<file path="config.mk">
export PLATFORM = sky130hd
export DESIGN_NAME = fifo_wr_arbiter
export DESIGN_NICKNAME = d
export VERILOG_FILES = /design/src/rtl/fifo_wr_arbiter.sv
export SDC_FILE = /design/constraint.sdc
export NUM_CORES = 1
export LEC_CHECK = 0
export CAP_MARGIN = 20
export CORE_AREA = 2 2 64 66
export CTS_CLUSTER_DIAMETER = 50
export CTS_CLUSTER_SIZE = 16
export DETAILED_ROUTE_END_ITERATION = 10
export DIE_AREA = 0 0 66 68
export PLACE_DENSITY = 0.89
export SLEW_MARGIN = 20
export SYNTH_ARGS = -nofsm -noshare
export SYNTH_HDL_FRONTEND = slang
export SYNTH_SLANG_ARGS = --single-unit
</file>
<file path="constraint.sdc">
create_clock -name clk -period 1.8 [get_ports clk]
set_input_delay 0.36 -clock clk [delete_from_list [all_inputs] [get_ports clk]]
set_output_delay 0.36 -clock clk [all_outputs]
set_load 0.05 [all_outputs]
</file>
<file path="src/rtl/fifo_wr_arbiter.sv">
// Round-robin arbiter sharing one synchronous FIFO write port between NUM_REQ producers.
// Grants bounded bursts and flags missing write acknowledges or overflows.
module fifo_wr_arbiter #(
  parameter int unsigned NUM_REQ    = 4,
  parameter int unsigned DATA_WIDTH = 16,
  parameter int unsigned MAX_BURST  = 4
) (
  input  logic                          clk,
  input  logic                          rst,
  input  logic [NUM_REQ-1:0]            req_valid,
  input  logic [NUM_REQ*DATA_WIDTH-1:0] req_data,
  output logic [NUM_REQ-1:0]            req_ready,
  output logic                          fifo_wr_en,
  output logic [DATA_WIDTH-1:0]         fifo_data_in,
  input  logic                          fifo_full,
  input  logic                          fifo_wr_ack,
  input  logic                          fifo_overflow,
  output logic [NUM_REQ-1:0]            grant,
  output logic                          busy,
  output logic                          err_ack
);

  localparam int unsigned IdxW = (NUM_REQ > 1) ? $clog2(NUM_REQ) : 1;
  localparam int unsigned CntW = $clog2(MAX_BURST + 1);

  typedef enum logic [0:0] {StIdle, StGrant} state_e;

  state_e              state_q, state_d;
  logic [NUM_REQ-1:0]  grant_q, grant_d;
  logic [IdxW-1:0]     owner_q, owner_d;
  logic [IdxW-1:0]     last_owner_q, last_owner_d;
  logic [CntW-1:0]     burst_cnt_q, burst_cnt_d;
  logic                wr_pend_q, wr_pend_d;
  logic                err_ack_q, err_ack_d;
  logic [IdxW-1:0]     winner;
  logic                found;
  logic                wr;
  logic                burst_done;

  // Scan starts just after the last owner so every requester gets a turn.
  always_comb begin
    found  = 1'b0;
    winner = '0;
    for (int unsigned k = 1; k <= NUM_REQ; k++) begin
      if (!found && req_valid[IdxW'((32'(last_owner_q) + k) % NUM_REQ)]) begin
        found  = 1'b1;
        winner = IdxW'((32'(last_owner_q) + k) % NUM_REQ);
      end
    end
  end

  assign wr         = (state_q == StGrant) && req_valid[owner_q] && !fifo_full && !rst;
  assign burst_done = (burst_cnt_q == CntW'(MAX_BURST - 1));

  always_comb begin
    state_d      = state_q;
    grant_d      = grant_q;
    owner_d      = owner_q;
    last_owner_d = last_owner_q;
    burst_cnt_d  = burst_cnt_q;
    unique case (state_q)
      StIdle: begin
        if (found) begin
          state_d     = StGrant;
          grant_d     = NUM_REQ'(1) << winner;
          owner_d     = winner;
          burst_cnt_d = '0;
        end
      end
      StGrant: begin
        if (wr) begin
          burst_cnt_d = burst_cnt_q + CntW'(1);
        end
        if ((wr && burst_done) || !req_valid[owner_q]) begin
          state_d      = StIdle;
          grant_d      = '0;
          last_owner_d = owner_q;
        end
      end
      default: state_d = StIdle;
    endcase
  end

  // The arbiter never writes while full, so any overflow is an error.
  always_comb begin
    wr_pend_d = wr;
    err_ack_d = err_ack_q | (wr_pend_q & ~fifo_wr_ack) | fifo_overflow;
  end

  always_ff @(posedge clk) begin
    if (rst) begin
      state_q      <= StIdle;
      grant_q      <= '0;
      owner_q      <= '0;
      last_owner_q <= IdxW'(NUM_REQ - 1);
      burst_cnt_q  <= '0;
      wr_pend_q    <= 1'b0;
      err_ack_q    <= 1'b0;
    end else begin
      state_q      <= state_d;
      grant_q      <= grant_d;
      owner_q      <= owner_d;
      last_owner_q <= last_owner_d;
      burst_cnt_q  <= burst_cnt_d;
      wr_pend_q    <= wr_pend_d;
      err_ack_q    <= err_ack_d;
    end
  end

  always_comb begin
    req_ready    = wr ? (NUM_REQ'(1) << owner_q) : '0;
    fifo_wr_en   = wr;
    fifo_data_in = (state_q == StGrant) ? req_data[owner_q*DATA_WIDTH +: DATA_WIDTH] : '0;
  end

  assign grant   = grant_q;
  assign busy    = (state_q == StGrant);
  assign err_ack = err_ack_q;

endmodule

</file>
## Yosys cells after proc, flatten, opt, wreduce, memory -nomap -nowiden

Index checks and enable logic that the tools add are counted.
W data, S select, Z words.

| operators by class | value |
|---|---|
| bitwise operators | 5 |
| $lt $le $gt $ge | 5 |
| reductions and logical operators | 18 |
| add/sub/neg operators | 5 |
| multiplexer cells | 29 |
| shift operators | 3 |
| equal/unequal tests | 4 |

Operators with widths:

| operator | number |
|---|---|
| $shiftx A64 B7 Y16 | 1 |
| $mux W16 | 1 |
| $lt A2 B3 Y1 const B | 5 |
| $mux W4 | 3 |
| $mux W1 | 11 |
| $bmux W1 S2 | 5 |
| $mux W2 | 4 |
| $pmux W4 S2 | 1 |
| $reduce_and A2 Y1 | 4 |
| $shl A1 B2 Y4 const A | 2 |
| $logic_and A1 B1 Y1 | 7 |
| $logic_not A1 Y1 | 6 |
| $mux W3 | 2 |
| $pmux W3 S2 | 1 |
| $add A2 B1 Y2 const B | 2 |
| $add A2 B2 Y2 const B | 2 |
| $ne A2 B1 Y1 const B | 2 |
| $add A3 B1 Y3 const B | 1 |
| $eq A3 B2 Y1 const B | 1 |
| $ne A2 B2 Y1 const B | 1 |
| $not A1 Y1 | 2 |
| $or A1 B1 Y1 | 2 |
| $pmux W1 S2 | 1 |
| $and A1 B1 Y1 | 1 |
| $logic_or A1 B1 Y1 | 1 |

| word-level totals | value |
|---|---|
| input bits | 73 |
| bits in registers | 14 |

## Logic depth before layout (Yosys ltp)

| depth | value |
|---|---|
| depth after elaboration | 16 |
| gate-level depth with buffers | 6 |
| depth with buffers taken out | 5 |

## Least setup slack after synthesis

Ideal clock, no wire load.

| timing path | value |
|---|---|
| kind | reg2out |
| from | register state_q (netlist: busy) |
| to | output port req_ready[2] |
| arrival | 2.313 ns |
| stages on the path, launching flop included | 4 |
| slack | -0.873 ns |
| cells stage by stage | dfxtp_1 nor3b_1 nand2_1 nor3b_1 |

| between the ends | value |
|---|---|
| longest elaborated chain between the ends | 4 |

Ends and longest elaborated chain:

| element | RTL line | source |
|---|---|---|
| start: declaration | 28 | `state_e state_q, state_d;` |
| start signal: assignment | 92 | `state_q <= StIdle;` |
| start signal: assignment | 100 | `state_q <= state_d;` |
| $logic_and A1 B1 Y1 (3 in series) | 52 | `assign wr = (state_q == StGrant) && req_valid[owner_q] && !fifo_full && !rst;` |
| $mux W4 | 111 | `req_ready = wr ? (NUM_REQ'(1) << owner_q) : '0;` |
| end: declaration | 12 | `output logic [NUM_REQ-1:0] req_ready,` |

Every way passes these cells.

## Worst setup path in the final report

| timing path | value |
|---|---|
| from | register owner_q[0] |
| to | output port fifo_data_in[8] |

| between the ends | value |
|---|---|
| longest elaborated chain between the ends | 2 |

Ends and longest elaborated chain:

| element | RTL line | source |
|---|---|---|
| start: declaration | 30 | `logic [IdxW-1:0] owner_q, owner_d;` |
| start signal: assignment | 102 | `owner_q <= owner_d;` |
| $shiftx A64 B7 Y16 | 113 | `fifo_data_in = (state_q == StGrant) ? req_data[owner_q*DATA_WIDTH +: DATA_WIDTH] : '0;` |
| $mux W16 | 113 |  |
| end: declaration | 14 | `output logic [DATA_WIDTH-1:0] fifo_data_in,` |

Every way passes these cells.

==> results.json <==
{
  "max_cap_viol_count": 0,
  "yosysMostFrequentCell": "mux4_2",
  "drv_slew": 0,
  "hold_viol": 0,
  "clk_pin_slew_worst_paths_ns": 0.06,
  "top_layer": "met4",
  "setup_ws_ns": -0.147,
  "clk_latency_ns": 0.25,
  "worstPathMaxFanout": 8,
  "final_cells": 297,
  "violations": "setup timing",
  "ant_nets": 0,
  "totalPowerFinal_w": 0.00165,
  "setup_viol": 17,
  "clk_path_buf_depth": 2,
  "post-route-period-util_pct": 108,
  "clock-sinks": 14,
  "tightestPinTransition_ns": 0.396,
  "synthTopCellsByArea": "mux4_2 31%, dfxtp_1 23%, and2_1 8.2%",
  "criticalPathCategory": "flop to output pin",
  "tns_ns": -2.11,
  "grt_pass1_wl_mm": 7.57,
  "synth_seq_cells": 14,
  "antenna_found_initial": 0,
  "die_width_um": 66,
  "synth_cell_types": 33,
  "p_leak_nw": 1.10,
  "wl_per_cell_um": 16.4,
  "cts_root_buf": "clkbuf_8",
  "initial_utilization_pct": 31.8,
  "die_area_sq_um": 4490,
  "htreeDepth": 1,
  "syn_nets": 203,
  "drtPass1Iterations": 4,
  "rows": 23,
  "min_period_ns": 1.95,
  "cts_tree": "built",
  "required_ns": 1.44,
  "max_freq_ghz": 0.514,
  "core_area_sq_um": 3860,
  "wl_met2_mm": 2.68,
  "syn_inst": 128,
  "reg2regPathDepth": 6,
  "worstHoldPathCells": 2,
  "avgViaCountPerCell": 5.14,
  "synth_common_cells": "17 x mux4_2, 16 x and2_1, 14 x dfxtp_1",
  "dp_cells": 292,
  "ios": 100,
  "critPathLaunchType": "flop",
  "design_area_sq_um": 2780,
  "cts_inserted_buffers": 3,
  "wl_mm": 4.86,
  "syn_to_final_growth_pct": 126,
  "ys.flop_type": "dfxtp_1",
  "dp_hpwl_mm": 3.61,
  "postCtsHoldBufs": 0,
  "synth_top_cell_area_share_pct": 31.2,
  "ys_seq_area_share_pct": 22.8,
  "final_layout_size_suffix_gt1_share_pct": 43.3,
  "power_density_nw_per_um2": 594,
  "outcome": "finished with violations",
  "relSlewSlack_pct": 73.2,
  "skew_ns": 0.00153,
  "placed_area_sq_um": 2460,
  "synth_area_sq_um": 1230,
  "grt_use_total_pct": 22.1,
  "io_buffers": 99,
  "antenna_cells": 0,
  "nets": 323,
  "drtIter0Drc": 36,
  "synth.largest_area_cell": "mux4_2",
  "synth-edff-count": 0,
  "cp-end-kind": "output pin",
  "vias": 1528,
  "vdd_drop_max_uv": 545,
  "worstPathArrival_ns": 1.59,
  "gr-total-overflow": 0,
  "yosysWarnings": 0,
  "remaining_drc_errors": 0,
  "die_y_um": 68,
  "grt_max_degree": 17,
  "place_ws_ns": -0.338,
  "wl_met1_mm": 1.69,
  "syn_avg_cell_area_sq_um": 9.59,
  "grt_pass1_vias": 1568,
  "ys_async_sr_fraction_pct": 0,
  "holdCritPathClass": "flop to flop",
  "rsz0062_at_grt": "true",
  "wl_met3_um": 402,
  "gp_congestion": 0.815
}
[power by group]
group / leakage [nW] / total (W) / switching (W) / internal (W)
sequential: 0.116 / 0.000362 / 0.0000253 / 0.000337
clock: 0.0288 / 0.000305 / 0.000111 / 0.000194
combinational: 0.956 / 0.000983 / 0.000438 / 0.000545
[routing by layer]
layer | track usage, % | vias up
met5 | 0 | -
met4 | 5.10 | 0
met3 | 5.43 | 7
met2 | 45.2 | 62
met1 | 22.3 | 737
li1 | - | 722
[sequential cells by signal, summed over array words and instances, names as in the netlist]
register,count
grant,4
last_owner_q,2
err_ack,1
burst_cnt_q,3
wr_pend_q,1
busy,1
owner_q,2
[worst paths after layout]
kind,startpoint,to,slack (ns)
max,owner_q[0]$_SDFFE_PP0P_,fifo_data_in[8],-0.15
min,wr_pend_q$_SDFF_PP0_,err_ack$_SDFF_PP0_,0.46
max reg2reg,owner_q[0]$_SDFFE_PP0P_,grant[3]$_SDFFE_PP0P_,0.02
min reg2reg,wr_pend_q$_SDFF_PP0_,err_ack$_SDFF_PP0_,0.46
[critical path, cell delays in order (launching register included)]
cell     delay (ns)
dfxtp_4        0.39
buf_12         0.14
mux4_2         0.51
and2_4         0.16
buf_8          0.14
[placed cells by master (no fill, tap or decap), drive strengths merged, types with 2 or more instances in the layout]
master and n:
clkbuf 5, dlygate4sd2 5, o21ai 3, nand2b 5
o32ai 4, inv 9, nor3 3, and2 16
nor2 11, ha 2, nor3b 3, a211o 2
mux4 17, clkdlybuf4s50 66, a21oi 6, buf 51
nand2 10, dfxtp 14, or4 2
[cell type report]
| type | instances | area (sq um) |
|---|---|---|
| fill | 278 | 1080 |
| sequential | 14 | 287 |
| inverter | 9 | 33.8 |
| timing repair buffer | 123 | 1340 |
| multi-input combinational | 97 | 1000 |
| tap | 50 | 62.6 |
| clock buffer | 4 | 55.1 |
[kinds of logic (layout without fill, tap and decap cells)]
kind of cell	count (synthesis)	count (layout)	share of synthesized area (%)
AND/OR/NAND/NOR	57	57	26.3
multiplexers	17	17	31.2
AO/OA/AOI/OAI	21	21	12.0
flip-flops	14	14	22.8
adder cells (fa/ha/maj)	2	2	2.04
buffers and inverters	17	136	5.61
[what timing repair did]
item                                   4_1_cts  5_1_grt
endpoints found under the hold margin        0        0
resized for setup                           67       12
setup endpoints to repair                   26       21
pin swaps                                   21        5
setup buffers                                2        0
[stage by stage]
| stage | hold WS [ns] | util [%] |
|---|---|---|
| final | 0.458 | 72.0 |
| after global routing | 0.502 | 72.0 |
| after CTS | 0.458 | 70.7 |
| after detailed placement | 0.450 | 63.8 |
| after global placement | 0.439 | 63.8 |
| after floorplan | 0.435 | - |
Note: power is estimated with default switching activity, not from simulation.
